$ cat src/rtl/pipe_pkg.sv
// Shared pipeline definitions: NOP/bubble encoding, stage-bundle layouts and
// the control encoding for a single pipeline entry register.
package pipe_pkg;

  localparam logic [31:0] PIPE_NOP = 32'h0000_0000;

  localparam int unsigned INSTR_W = 32;
  localparam int unsigned PC_W    = 32;
  localparam int unsigned REG_W   = 32;
  localparam int unsigned CTRL_W  = 16;

  // IF/ID: {pc, instr}
  localparam int unsigned FD_INSTR_LSB = 0;
  localparam int unsigned FD_PC_LSB    = FD_INSTR_LSB + INSTR_W;
  localparam int unsigned FD_W         = FD_PC_LSB + PC_W;

  // ID/EX: {ctrl, rs2, rs1, pc}
  localparam int unsigned DE_PC_LSB   = 0;
  localparam int unsigned DE_RS1_LSB  = DE_PC_LSB + PC_W;
  localparam int unsigned DE_RS2_LSB  = DE_RS1_LSB + REG_W;
  localparam int unsigned DE_CTRL_LSB = DE_RS2_LSB + REG_W;
  localparam int unsigned DE_W        = DE_CTRL_LSB + CTRL_W;

  // EX/MEM: {ctrl, store data, alu result}
  localparam int unsigned EM_ALU_LSB  = 0;
  localparam int unsigned EM_STD_LSB  = EM_ALU_LSB + REG_W;
  localparam int unsigned EM_CTRL_LSB = EM_STD_LSB + REG_W;
  localparam int unsigned EM_W        = EM_CTRL_LSB + CTRL_W;

  // MEM/WB: {ctrl, writeback value}
  localparam int unsigned MW_WB_LSB   = 0;
  localparam int unsigned MW_CTRL_LSB = MW_WB_LSB + REG_W;
  localparam int unsigned MW_W        = MW_CTRL_LSB + CTRL_W;

  typedef enum logic [1:0] {
    ENT_HOLD  = 2'd0,
    ENT_LOAD  = 2'd1,
    ENT_CLEAR = 2'd2
  } entry_op_e;

endpackage

$ cat src/rtl/pipe_entry.sv
// One valid+payload register. LOAD captures d_i, CLEAR reloads the bubble
// value and drops valid, HOLD keeps contents.
module pipe_entry
  import pipe_pkg::*;
#(
  parameter int unsigned     W       = 32,
  parameter logic [W-1:0]    RST_VAL = '0
) (
  input  logic          CLK,
  input  logic          RST,
  input  entry_op_e     op_i,
  input  logic [W-1:0]  d_i,
  output logic          valid_o,
  output logic [W-1:0]  data_o
);

  logic         valid_q, valid_d;
  logic [W-1:0] data_q, data_d;

  always_comb begin
    valid_d = valid_q;
    data_d  = data_q;
    unique case (op_i)
      ENT_LOAD: begin
        valid_d = 1'b1;
        data_d  = d_i;
      end
      ENT_CLEAR: begin
        valid_d = 1'b0;
        data_d  = RST_VAL;
      end
      default: ;
    endcase
  end

  always_ff @(posedge CLK or posedge RST) begin
    if (RST) begin
      valid_q <= 1'b0;
      data_q  <= RST_VAL;
    end else begin
      valid_q <= valid_d;
      data_q  <= data_d;
    end
  end

  assign valid_o = valid_q;
  assign data_o  = data_q;

endmodule

$ cat src/rtl/elastic_pipe_stage.sv
// Elastic pipeline stage register: valid/ready handshake, optional 2-entry
// skid, flush-to-bubble, hard stall and a saturating backpressure counter.
module elastic_pipe_stage
  import pipe_pkg::*;
#(
  parameter int unsigned        DATA_W     = 32,
  parameter logic [DATA_W-1:0]  BUBBLE_VAL = DATA_W'(PIPE_NOP),
  parameter int unsigned        SKID       = 1,
  parameter int unsigned        CNT_W      = 16
) (
  input  logic              CLK,
  input  logic              RST,
  input  logic              flush,
  input  logic              stall,
  input  logic              in_valid,
  output logic              in_ready,
  input  logic [DATA_W-1:0] in_data,
  output logic              out_valid,
  input  logic              out_ready,
  output logic [DATA_W-1:0] out_data,
  output logic [1:0]        occupancy,
  output logic [CNT_W-1:0]  bp_cnt
);

  entry_op_e         main_op, skid_op;
  logic [DATA_W-1:0] main_d;
  logic              main_valid, skid_valid;
  logic [DATA_W-1:0] main_data, skid_data;
  logic              accept, emit;
  logic [CNT_W-1:0]  bp_cnt_q, bp_cnt_d;

  assign out_valid = main_valid & ~stall;
  assign out_data  = main_data;
  assign accept    = in_valid & in_ready & ~flush;
  assign emit      = out_valid & out_ready;
  assign occupancy = {1'b0, main_valid} + {1'b0, skid_valid};

  // Stall needs no explicit branch: it forces accept and emit low, so every
  // entry falls through to HOLD.
  always_comb begin
    main_op = ENT_HOLD;
    skid_op = ENT_HOLD;
    main_d  = in_data;
    if (flush) begin
      main_op = ENT_CLEAR;
      skid_op = ENT_CLEAR;
    end else if (SKID != 0) begin
      if (emit) begin
        if (skid_valid) begin
          main_op = ENT_LOAD;
          main_d  = skid_data;
          skid_op = ENT_CLEAR;
        end else if (accept) begin
          main_op = ENT_LOAD;
        end else begin
          main_op = ENT_CLEAR;
        end
      end else if (accept) begin
        if (main_valid) skid_op = ENT_LOAD;
        else            main_op = ENT_LOAD;
      end
    end else begin
      if (accept)    main_op = ENT_LOAD;
      else if (emit) main_op = ENT_CLEAR;
    end
  end

  pipe_entry #(.W(DATA_W), .RST_VAL(BUBBLE_VAL)) u_main (
    .CLK     (CLK),
    .RST     (RST),
    .op_i    (main_op),
    .d_i     (main_d),
    .valid_o (main_valid),
    .data_o  (main_data)
  );

  if (SKID != 0) begin : g_skid
    logic in_ready_q, in_ready_d;

    pipe_entry #(.W(DATA_W), .RST_VAL(BUBBLE_VAL)) u_skid (
      .CLK     (CLK),
      .RST     (RST),
      .op_i    (skid_op),
      .d_i     (in_data),
      .valid_o (skid_valid),
      .data_o  (skid_data)
    );

    // Registered copy of "skid will be empty", so in_ready never sees out_ready.
    assign in_ready_d = ~((skid_op == ENT_LOAD) | ((skid_op == ENT_HOLD) & skid_valid));

    always_ff @(posedge CLK or posedge RST) begin
      if (RST) in_ready_q <= 1'b1;
      else     in_ready_q <= in_ready_d;
    end

    assign in_ready = ~stall & in_ready_q;
  end else begin : g_noskid
    assign skid_valid = 1'b0;
    assign skid_data  = BUBBLE_VAL;
    assign in_ready   = ~stall & (~main_valid | out_ready);
  end

  always_comb begin
    bp_cnt_d = bp_cnt_q;
    if (((stall & ~flush) | (out_valid & ~out_ready)) && (bp_cnt_q != '1))
      bp_cnt_d = bp_cnt_q + 1'b1;
  end

  always_ff @(posedge CLK or posedge RST) begin
    if (RST) bp_cnt_q <= '0;
    else     bp_cnt_q <= bp_cnt_d;
  end

  assign bp_cnt = bp_cnt_q;

endmodule
$ cat config.mk
export PLATFORM = sky130hd
export DESIGN_NAME = elastic_pipe_stage
export DESIGN_NICKNAME = d
export VERILOG_FILES = /design/src/rtl/pipe_pkg.sv /design/src/rtl/pipe_entry.sv /design/src/rtl/elastic_pipe_stage.sv
export SDC_FILE = /design/constraint.sdc
export NUM_CORES = 1
export LEC_CHECK = 0
export CORE_UTILIZATION = 55
export CTS_BUF_LIST = sky130_fd_sc_hd__clkbuf_8
export CTS_CLUSTER_DIAMETER = 80
export CTS_CLUSTER_SIZE = 25
export DETAILED_ROUTE_END_ITERATION = 7
export PLACE_DENSITY = 0.89
export SYNTH_ARGS = -nofsm -noshare
export SYNTH_HDL_FRONTEND = slang
export SYNTH_HIERARCHICAL = 1
export SYNTH_SLANG_ARGS = --single-unit
$ cat constraint.sdc
create_clock -name CLK -period 2.95 [get_ports CLK]
set_clock_uncertainty 0.05 [all_clocks]
set_input_delay 0.59 -clock CLK [delete_from_list [all_inputs] [get_ports CLK]]
set_output_delay 0.59 -clock CLK [all_outputs]
set_load 0.02 [all_outputs]
# After elaboration in Yosys (flattened, before gate mapping)
# Index checks and enable logic that the tools add are counted.
[word_totals]
reg_bits = 83
input_bits = 38
out_inout_bits = 52
word_cells = 49
[classes]
n_addsub = 2
n_eq_ne = 5
mux = 18
bitwise_logic = 14
n_reduce_logical = 4
[ops]
columns = ["cell", "count"]
rows = [
  ["32-bit case mux with 2 select lines", 2],
  ["32-bit 2-to-1 mux", 3],
  ["16-bit by 1-bit adder with 16-bit output, second input constant", 1],
  ["16-bit inequality test, second input constant", 1],
  ["2-bit 2-to-1 mux", 7],
  ["1-bit AND", 8],
  ["2-bit by 1-bit equality test with 1-bit output, second input constant", 2],
  ["2-bit equality test, second input constant", 2],
  ["1-bit 2-to-1 mux", 4],
  ["1-bit NOT", 4],
  ["1-bit case mux with 2 select lines", 2],
  ["2-bit nonzero test", 2],
  ["1-bit by 1-bit adder with 2-bit output", 1],
  ["2-bit zero test", 1],
  ["1-bit OR", 2],
  ["1-bit logical AND", 1],
]

# Depth between registers and ports, before layout
# Gate-level depths: netlist (run 1).
[depth]
depth_word = 11
mapped_depth = 9
mapped_depth_nobuf = 7

# Modules after synthesis
# Netlist (run 1), hierarchy kept.
[modules_own_cells]
columns = ["module", "n_inst", "cells_each", "area_each_um2", "seq_area_each_um2"]
rows = [
  ["elastic_pipe_stage", 1, 131, 1370.1, 426.7],
  ["pipe_entry (g_skid.u_skid)", 1, 81, 1238.7, 825.8],
  ["pipe_entry (u_main)", 1, 81, 1233.7, 825.8],
]

# Worst setup path before layout (run 1)
# Ideal clock, no wire load.
[synth_path]
path_kind = "input port to flip-flop"
start = "input port stall"
end = "register u_main.data_q[0] (netlist: u_main/data_o[0])"
setup_time_ps = 121
arrival_ps = 2030
required_ps = 2779
setup_slack_ps = 749
cell_stages = 8
path_buffers = 2
path_cell_list = "and3b_1 > inv_1 > a221oi_1 > inv_1 > ha_1 > buf_6 > buf_2 > a22o_1"
[synth_via]
elab_chain_len = 10
word_cells_on_any_way = 17
classes_between = "eq/ne: 2; mux: 8; bitwise: 6; reduce/logical: 1"
[synth_rtl]
columns = ["element", "line", "source"]
rows = [
  ["start, declared", "elastic_pipe_stage.sv:14", "input logic stall,"],
  ["1-bit NOT (*)", "elastic_pipe_stage.sv:32, elastic_pipe_stage.sv:97", ""],
  ["1-bit AND", "elastic_pipe_stage.sv:97", "assign in_ready = ~stall & in_ready_q;"],
  ["1-bit AND (2 in a row)", "elastic_pipe_stage.sv:34", "assign accept = in_valid & in_ready & ~flush;"],
  ["2-bit 2-to-1 mux", "elastic_pipe_stage.sv:53", "end else if (accept) begin"],
  ["2-bit 2-to-1 mux", "elastic_pipe_stage.sv:49", "if (skid_valid) begin"],
  ["2-bit 2-to-1 mux (*)", "elastic_pipe_stage.sv:48", "if (emit) begin"],
  ["2-bit 2-to-1 mux (*)", "elastic_pipe_stage.sv:44", "if (flush) begin"],
  ["named net main_op[0]", "elastic_pipe_stage.sv:25", "entry_op_e main_op, skid_op;"],
  ["2-bit equality test / 2-bit by 1-bit equality test with 1-bit output (equally long branches)", "pipe_entry.sv:23", "unique case (op_i)"],
  ["32-bit case mux with 2 select lines / 2-bit nonzero test (equally long branches)", "-", ""],
  ["end signal, assigned", "pipe_entry.sv:42", "data_q <= data_d;"],
  ["end, declared", "pipe_entry.sv:18", "logic [W-1:0] data_q, data_d;"],
]
# The timed path passes the listed nets; every way through them passes the cells marked *.
# A chain may end at the register's enable or synchronous reset.

# Worst setup path in the final report (run 1)
[layout_path]
start = "input port stall"
end = "register u_main.data_q[30] (netlist: u_main/data_o[30])"
# The elaborated chain is that of the path after synthesis.

==> results of run 1 <==
==> report_power, final <==
group | switching (µW) | total, µW | internal [µW] | leakage, µW
logic | 467 | 957 | 490 | 0.00105
registers | 174 | 1510 | 1330 | 0.00107
clock network | 422 | 843 | 421 | 0.0000995
==> synthesized netlist by cell type (all sizes together) <==
library cell	n	area, µm²
a2111oi	1	27.5
a211o	1	8.76
a211oi	1	7.51
a21oi	3	15.0
a221oi	1	8.76
a22o	62	543
and2	1	6.26
and3	2	12.5
and3b	1	8.76
buf	18	140
dfrtp	82	2050
dfstp	1	26.3
ha	6	75.1
inv	11	41.3
mux2	36	405
mux2i	1	10.0
nand2	10	37.5
nand2b	5	31.3
nand3	7	35.0
nand3b	1	7.51
nand4	4	31.3
nor2	8	62.6
nor2b	2	12.5
nor3	3	15.0
nor3b	2	15.0
nor4	2	27.5
nor4b	2	30.0
o2111a	1	11.3
o21a	1	7.51
o21ai	4	20.0
o21bai	1	7.51
or3	2	12.5
or3b	1	11.3
xnor2	2	17.5
xor2	7	61.3
==> stage by stage <==
step / hold slack, ns / power (µW)
after floorplan: 0.403 / 2040
after global placement: 0.422 / 2440
after detailed placement: 0.427 / 2480
after CTS: 0.447 / 3320
after global routing: 0.459 / 3450
final: 0.444 / 3310
==> worst paths after layout <==
kind | startpoint | endpoint | slack (ns) | depth (start not counted)
worst max register to register | u_main/valid_o$_DFFE_PP0P_ | u_main/data_o[30]$_DFFE_PP0P_ | 0.53 | 8
worst min-delay path | u_main/data_o[30]$_DFFE_PP0P_ | u_main/data_o[30]$_DFFE_PP0P_ | 0.44 | 2
max in group asynchronous | RST | u_main/data_o[14]$_DFFE_PP0P_ | 1.55 | 3
min in group asynchronous | RST | u_main/data_o[3]$_DFFE_PP0P_ | 0.60 | 2
worst min register to register | u_main/data_o[30]$_DFFE_PP0P_ | u_main/data_o[30]$_DFFE_PP0P_ | 0.44 | 2
worst max-delay path | stall | u_main/data_o[30]$_DFFE_PP0P_ | 0.29 | 9
==> critical path, delay by kind of cell <==
family,cells,cell delay (ns)
compound gates,2,0.33
buf+inv,4,1.03
fa+ha+maj,1,0.43
simple gates,2,0.46
==> area by class of cell <==
type / count / area (µm²) / share of cell area
sequential: 83 / 2080 / 0.415
multi-input combinational: 181 / 1590 / 0.318
timing repair buffer: 100 / 986 / 0.197
clock buffer: 10 / 138 / 0.0275
tap: 80 / 100 / 0.0200
clock inverter: 6 / 71.3 / 0.0142
inverter: 11 / 41.3 / 0.00825
==> layer usage <==
layer | global-route usage | wire (µm) | up-vias | part of all wire
li1 | - | - | 1279 | -
met1 | 0.327 | 3830 | 1420 | 0.43
met2 | 0.423 | 4490 | 87 | 0.51
met3 | 0.0433 | 379 | 10 | 0.043
met4 | 0.108 | 110 | 0 | 0.012
met5 | 0 | 0 | - | 0
==> state kept, by name (all words and copies together), names as in the netlist <==
register	flops
g_skid.u_skid/valid_o	1
g_skid.in_ready_q	1
u_main/valid_o	1
u_main/data_o	32
g_skid.u_skid/data_o	32
bp_cnt	16
==> logic make-up after synthesis <==
group / after synthesis / synth area share
AO/OA/AOI/OAI: 76 / 0.171
flip-flops: 83 / 0.541
adder cells (fa/ha/maj): 6 / 0.0195
buffers and inverters: 29 / 0.0472
XOR/XNOR: 9 / 0.0205
AND/OR/NAND/NOR: 53 / 0.0928
multiplexers: 37 / 0.108
==> cells in the final DEF, fill, tap and decap left out, drive strengths merged, types with 4 or more instances in the layout <==
| cell type | n |
|---|---|
| a22o | 62 |
| buf | 11 |
| clkbuf | 10 |
| clkdlybuf4s50 | 89 |
| dfrtp | 82 |
| ha | 6 |
| inv | 13 |
| mux2 | 36 |
| nand2 | 10 |
| nand2b | 5 |
| nand3 | 7 |
| nand4 | 4 |
| nor2 | 8 |
| o21ai | 4 |
| xor2 | 7 |
==> summary.md, run 1 <==
| Metric | Value |
|---|---|
| Status | finished, final reports clean |
| Vias in the first global route | 2,851 |
| Fin. Hold Viols | 0 |
| CTS Buffer Depth | 2 |
| Clock sink count | 83 |
| DRT Wirelength | 8.81 mm |
| F_max | 0.376 GHz |
| Share of layout cells above drive strength 1 | 0.184 |
| Worst setup EP type | flop |
| Worst-path cell chain | clkdlybuf4s50_1 > and3b_1 > inv_1 > a221oi_1 > inv_1 > ha_1 > buf_4 > nand2b_1 > o21ai_1 |
| Crit Path Class | primary input to flop |
| First-pass GRT wire length | 14.3 mm |
| Nets | 430 |
| Largest stage delay, worst path | 0.46 ns |
| Root Buffer | clkbuf_8 |
| Cell mode on critical path | inv_1 |
| Die ar. | 0.00732 mm² |
| Finished Layout Cells | 471 |
| CP Launch Type | primary input |
| Pin count of the biggest net entering global routing | 34 |
| GRT overflow | 0 |
| H-Tree Level Count | 3 |
| Worst slack, placed | -0.0778 ns |
| Starting Density | 0.569 |
| Worst-Margin Slew | 0.652 ns |
| Die width | 85.6 µm |
| DR vias | 2,796 |
| Post-CTS resize count | 0 |
| Drt initial violations | 96 |
| TritonRoute pass-1 iters | 4 |
| Post-layout util | 0.741 |
| Gpl congestion | 0.824 |
| Final Setup Violations | 0 |
| TritonCTS Buffers | 9 |
| Row count | 30 |
| RSZ-0062 raised after global routing | false |
| Layout area overhead | 30.3% |
| Peak VDD IR | 321 µV |
| # fillers | 459 |
| Ports | 90 |
| Post-Syn Instances | 293 |
| Synth warnings | 6 |
| CTS tree | yes |
| Crit path max fanout | 33 |
| Clock transition at the registers of the reported paths | 0.08 ns |
| P per Cell Area | 660 mW/mm² |
| Remaining antenna violation count | 0 |
| Setup_tns | 0 ns |
| Syn_area_per_cell | 13.1 µm² |
| Max Transition Viols Final | 0 |
| Vias per cell | 5.94 |
| Worst Hold Class | flop to flop |
| Clock latency on the worst-skew pair | 0.36 ns |
| DRC | 0 |
| Routed len/inst | 18.7 µm |
| MaxCap Viol Count | 0 |
| Tmin final | 2.66 ns |
| Post-CTS Setup Inserts | 0 |
| Leak | 0.00222 µW |
| Mapped Nets | 337 |
| Initial antenna violation count | 0 |
| Hold_buf cts | 0 |
| Dpl cells | 455 |
| Critical Path AT | 2.85 ns |
| Seq/Total Area, Yosys | 0.541 |
| #FFs+latches synth | 83 |
| Slew HR | 0.565 |
| Ant. Diodes | 0 |
| Final worst slack | 0.289 ns |
| Port buffer count | 89 |
| Post-Syn Area | 0.00384 mm² |
| Total GRT Usage | 0.253 |
| Placement Cell Area | 0.00480 mm² |
| Critical-path top delay cell | clkdlybuf4s50_1 |
| Synth cell types | 41 |
| Post-DP HPWL | 5.84 mm |
| Crit path required time | 3.14 ns |
| Chip height | 85.6 µm |
| Fin crit share | 0.902 |
| CORE AREA | 0.00676 mm² |
| Final Cell Area | 0.00500 mm² |
No activity file was read; power rests on OpenSTA's default activity.
==> run 2, diff against run 1 <==
- CORE_MARGIN: default -> 5
- SLEW_MARGIN: default -> 20
==> run 2 against run 1 <==
Net effect: combinational power grew 0.5%; design area increased by 0.60%; fmax fell by 2.2%; critical path depth is 1 lower; largest cell class unchanged; count of clock-buffer cells in the layout is the same; clock power rose by 9.3%; sequential cell count is the same; largest power group unchanged; global-route usage is 2.8 points lower; die area increased by 20%.
==> summary.md, run 2 (synthesized netlist as in run 1, its figures left out) <==
| Metric | Value |
|---|---|
| Row count | 30 (unchanged) |
| Crit Path Class | primary input to flop (unchanged) |
| P per Cell Area | 673 mW/mm² (was 660 mW/mm²) |
| Post-DP HPWL | 6.31 mm (was 5.84 mm) |
| DRT Wirelength | 9.51 mm (was 8.81 mm) |
| Ports | 90 (unchanged) |
| TritonRoute pass-1 iters | 5 (was 4) |
| Pin count of the biggest net entering global routing | 33 (was 34) |
| Vias in the first global route | 2,953 (was 2,851) |
| Clk pwr share | 0.272 (was 0.255) |
| Sw Ratio | 0.315 (was 0.322) |
| R2R Setup Slk | 0.50 ns (was 0.53 ns) |
| NetSw | 1070 µW (was 1060 µW) |
| Reg2Reg Depth | 7 (was 8) |
| Flop pwr share | 0.444 (was 0.455) |
| Share of layout cells above drive strength 1 | 0.179 (was 0.184) |
| Post-CTS Setup Inserts | 0 (unchanged) |
| Critical path depth | 8 (was 9) |
| Port buffer count | 89 (unchanged) |
| MaxCap Viol Count | 0 (unchanged) |
| Min-delay src | g_skid.u_skid/data_o[9]$_DFFE_PP0P_ (was u_main/data_o[30]$_DFFE_PP0P_) |
| CORE AREA | 0.00679 mm² (was 0.00676 mm²) |
| Fin. Hold Viols | 0 (unchanged) |
| Fin crit share | 0.922 (was 0.902) |
| Largest stage delay, worst path | 0.47 ns (was 0.46 ns) |
| CTS tree | yes (unchanged) |
| Ant. Diodes | 0 (unchanged) |
| Layout area overhead | 31.0% (was 30.3%) |
| Status | finished, final reports clean (unchanged) |
| # fillers | 464 (was 459) |
| Family with the most delay on the worst path | simple AND/OR/NAND/NOR gates (was buffers and inverters) |
| DR vias | 2,826 (was 2,796) |
| Footprint of the multi-input gates | 0.00159 mm² (unchanged) |
| Slew HR | 0.552 (was 0.565) |
| Crit path required time | 3.19 ns (was 3.14 ns) |
| Final Setup Violations | 0 (unchanged) |
| Cell mode on critical path | inv_1 (unchanged) |
| Total GRT Usage | 0.225 (was 0.253) |
| Max Transition Viols Final | 0 (unchanged) |
| Cell internal pwr | 2320 µW (was 2240 µW) |
| Die ar. | 0.00876 mm² (was 0.00732 mm²) |
| CP startpoint | stall (unchanged) |
| Post-CTS resize count | 0 (unchanged) |
| Worst Hold Class | flop to flop (unchanged) |
| Critical Path AT | 2.96 ns (was 2.85 ns) |
| TritonCTS Buffers | 9 (unchanged) |
| Drt initial violations | 131 (was 96) |
| Peak VDD IR | 449 µV (was 321 µV) |
| Clock transition at the registers of the reported paths | 0.08 ns (about the same) |
| Remaining antenna violation count | 0 (unchanged) |
| Setup_tns | 0 ns (unchanged) |
| Most frequent cells in the layout | clkdlybuf4s50_1 (89), dfrtp_1 (82), a22o_1 (62), mux2_2 (35), inv_1 (12) (was clkdlybuf4s50_1 (89), dfrtp_1 (82), a22o_1 (62), mux2_2 (35), inv_1 (11)) |
| Register area | 0.00208 mm² (unchanged) |
| Worst-path cell chain | clkdlybuf4s50_1 > and3b_1 > inv_1 > a221oi_1 > inv_1 > ha_1 > nor2_8 > a22o_1 (was clkdlybuf4s50_1 > and3b_1 > inv_1 > a221oi_1 > inv_1 > ha_1 > buf_4 > nand2b_1 > o21ai_1) |
| GRT overflow | 0 (unchanged) |
| Worst setup path endpoint | u_main/data_o[31]$_DFFE_PP0P_ (was u_main/data_o[30]$_DFFE_PP0P_) |
| Worst hold margin | 0.461 ns (was 0.444 ns) |
| Starting Density | 0.566 (was 0.569) |
| Reg-to-reg startpoint | u_main/valid_o$_DFFE_PP0P_ (unchanged) |
| Critical-path top delay cell | clkdlybuf4s50_1 (unchanged) |
| Worst setup EP type | flop (unchanged) |
| Buf/Inv on CP | 3 (was 4) |
| Tmin final | 2.72 ns (was 2.66 ns) |
| Commonest non-fill, non-tap cell in the layout | clkdlybuf4s50_1 (unchanged) |
| Clock latency on the worst-skew pair | 0.35 ns (was 0.36 ns) |
| H-Tree Level Count | 3 (unchanged) |
| Chip height | 93.6 µm (was 85.6 µm) |
| Initial antenna violation count | 0 (unchanged) |
| Crit path max fanout | 31 (was 33) |
| Die width | 93.6 µm (was 85.6 µm) |
| F_max | 0.368 GHz (was 0.376 GHz) |
| Leak | 0.00223 µW (was 0.00222 µW) |
| RSZ-0062 raised after global routing | false (unchanged) |
| Clock sink count | 83 (unchanged) |
| CP Launch Type | primary input (unchanged) |
| Root Buffer | clkbuf_8 (unchanged) |
| Routed len/inst | 19.6 µm (was 18.7 µm) |
| Vias per cell | 5.81 (was 5.94) |
| First-pass GRT wire length | 15.3 mm (was 14.3 mm) |
| Gpl congestion | 0.890 (was 0.824) |
| Hold_buf cts | 0 (unchanged) |
| Comb pwr share | 0.284 (was 0.289) |
| CTS Buffer Depth | 2 (unchanged) |
| Nets | 429 (was 430) |
| Reg2reg end | u_main/data_o[31]$_DFFE_PP0P_ (was u_main/data_o[30]$_DFFE_PP0P_) |
| Worst-Margin Slew | 0.671 ns (was 0.652 ns) |
| DRC | 0 (unchanged) |
## run 2: cell count changes in the layout (fill, tap and decap cells not counted), sizes merged
cell | previous run | this run
bufinv | 1 | 2
clkinvlp | 2 | 1
buf | 11 | 10
## run 2: worst register-to-register path, cell delays in order (launching register included)
cell and delay [ns]:
dfrtp_1 0.48, and3b_1 0.27, inv_1 0.07, a221oi_1 0.30, inv_1 0.10, ha_1 0.43
nor2_8 0.45, a22o_1 0.22
## run 2: per-stage QoR
step | instances | setup WS (ns) | power [µW] | instance area, µm² | util
floorplan | 293 | 0.749 | 2040 | 3840 | -
global placement | 470 | 0.0107 | 2450 | 4810 | 0.708
detailed placement | 470 | -0.0986 | 2480 | 4810 | 0.708
CTS | 486 | 0.254 | 3400 | 5030 | 0.741
global route | 486 | 0.114 | 3540 | 5030 | 0.741
finish | 486 | 0.230 | 3390 | 5030 | 0.741
## run 2: worst min path at each step
| stage | depth (start not counted) | endpoint | slack [ns] |
|---|---|---|---|
| after floorplan | 2 | g_skid.u_skid/data_o[30]$_DFFE_PP0P_ | 0.40 |
| after global placement | 2 | g_skid.u_skid/data_o[30]$_DFFE_PP0P_ | 0.42 |
| after detailed placement | 1 | g_skid.u_skid/data_o[6]$_DFFE_PP0P_ | 0.44 |
| after CTS | 1 | g_skid.u_skid/data_o[24]$_DFFE_PP0P_ | 0.46 |
| after global routing | 1 | g_skid.u_skid/data_o[6]$_DFFE_PP0P_ | 0.47 |
| final | 1 | g_skid.u_skid/data_o[9]$_DFFE_PP0P_ | 0.46 |
## run 2: routing by layer
| layer | GRT usage | vias to the layer above | share of wire |
|---|---|---|---|
| met3 | 0.0531 | 15 | 0.052 |
| met2 | 0.374 | 98 | 0.51 |
| met1 | 0.287 | 1439 | 0.42 |
| met4 | 0.0794 | 0 | 0.022 |
| met5 | 0 | - | 0 |
| li1 | - | 1274 | - |
## run 2: final cells by class
cell class,instances,share of cell area
inverter,11,0.00820
clock buffer,10,0.0273
tap,96,0.0239
clock inverter,6,0.0176
sequential,83,0.413
timing repair buffer,99,0.194
multi-input combinational,181,0.316
## run 2: power groups by stage
stage / logic, µW / registers [µW] / clock network [µW]
after global placement: 937 / 1510 / 0
after CTS: 970 / 1500 / 931
after detailed placement: 968 / 1510 / 0
after global routing: 1020 / 1530 / 981
final: 962 / 1500 / 921
after floorplan: 411 / 1630 / 0
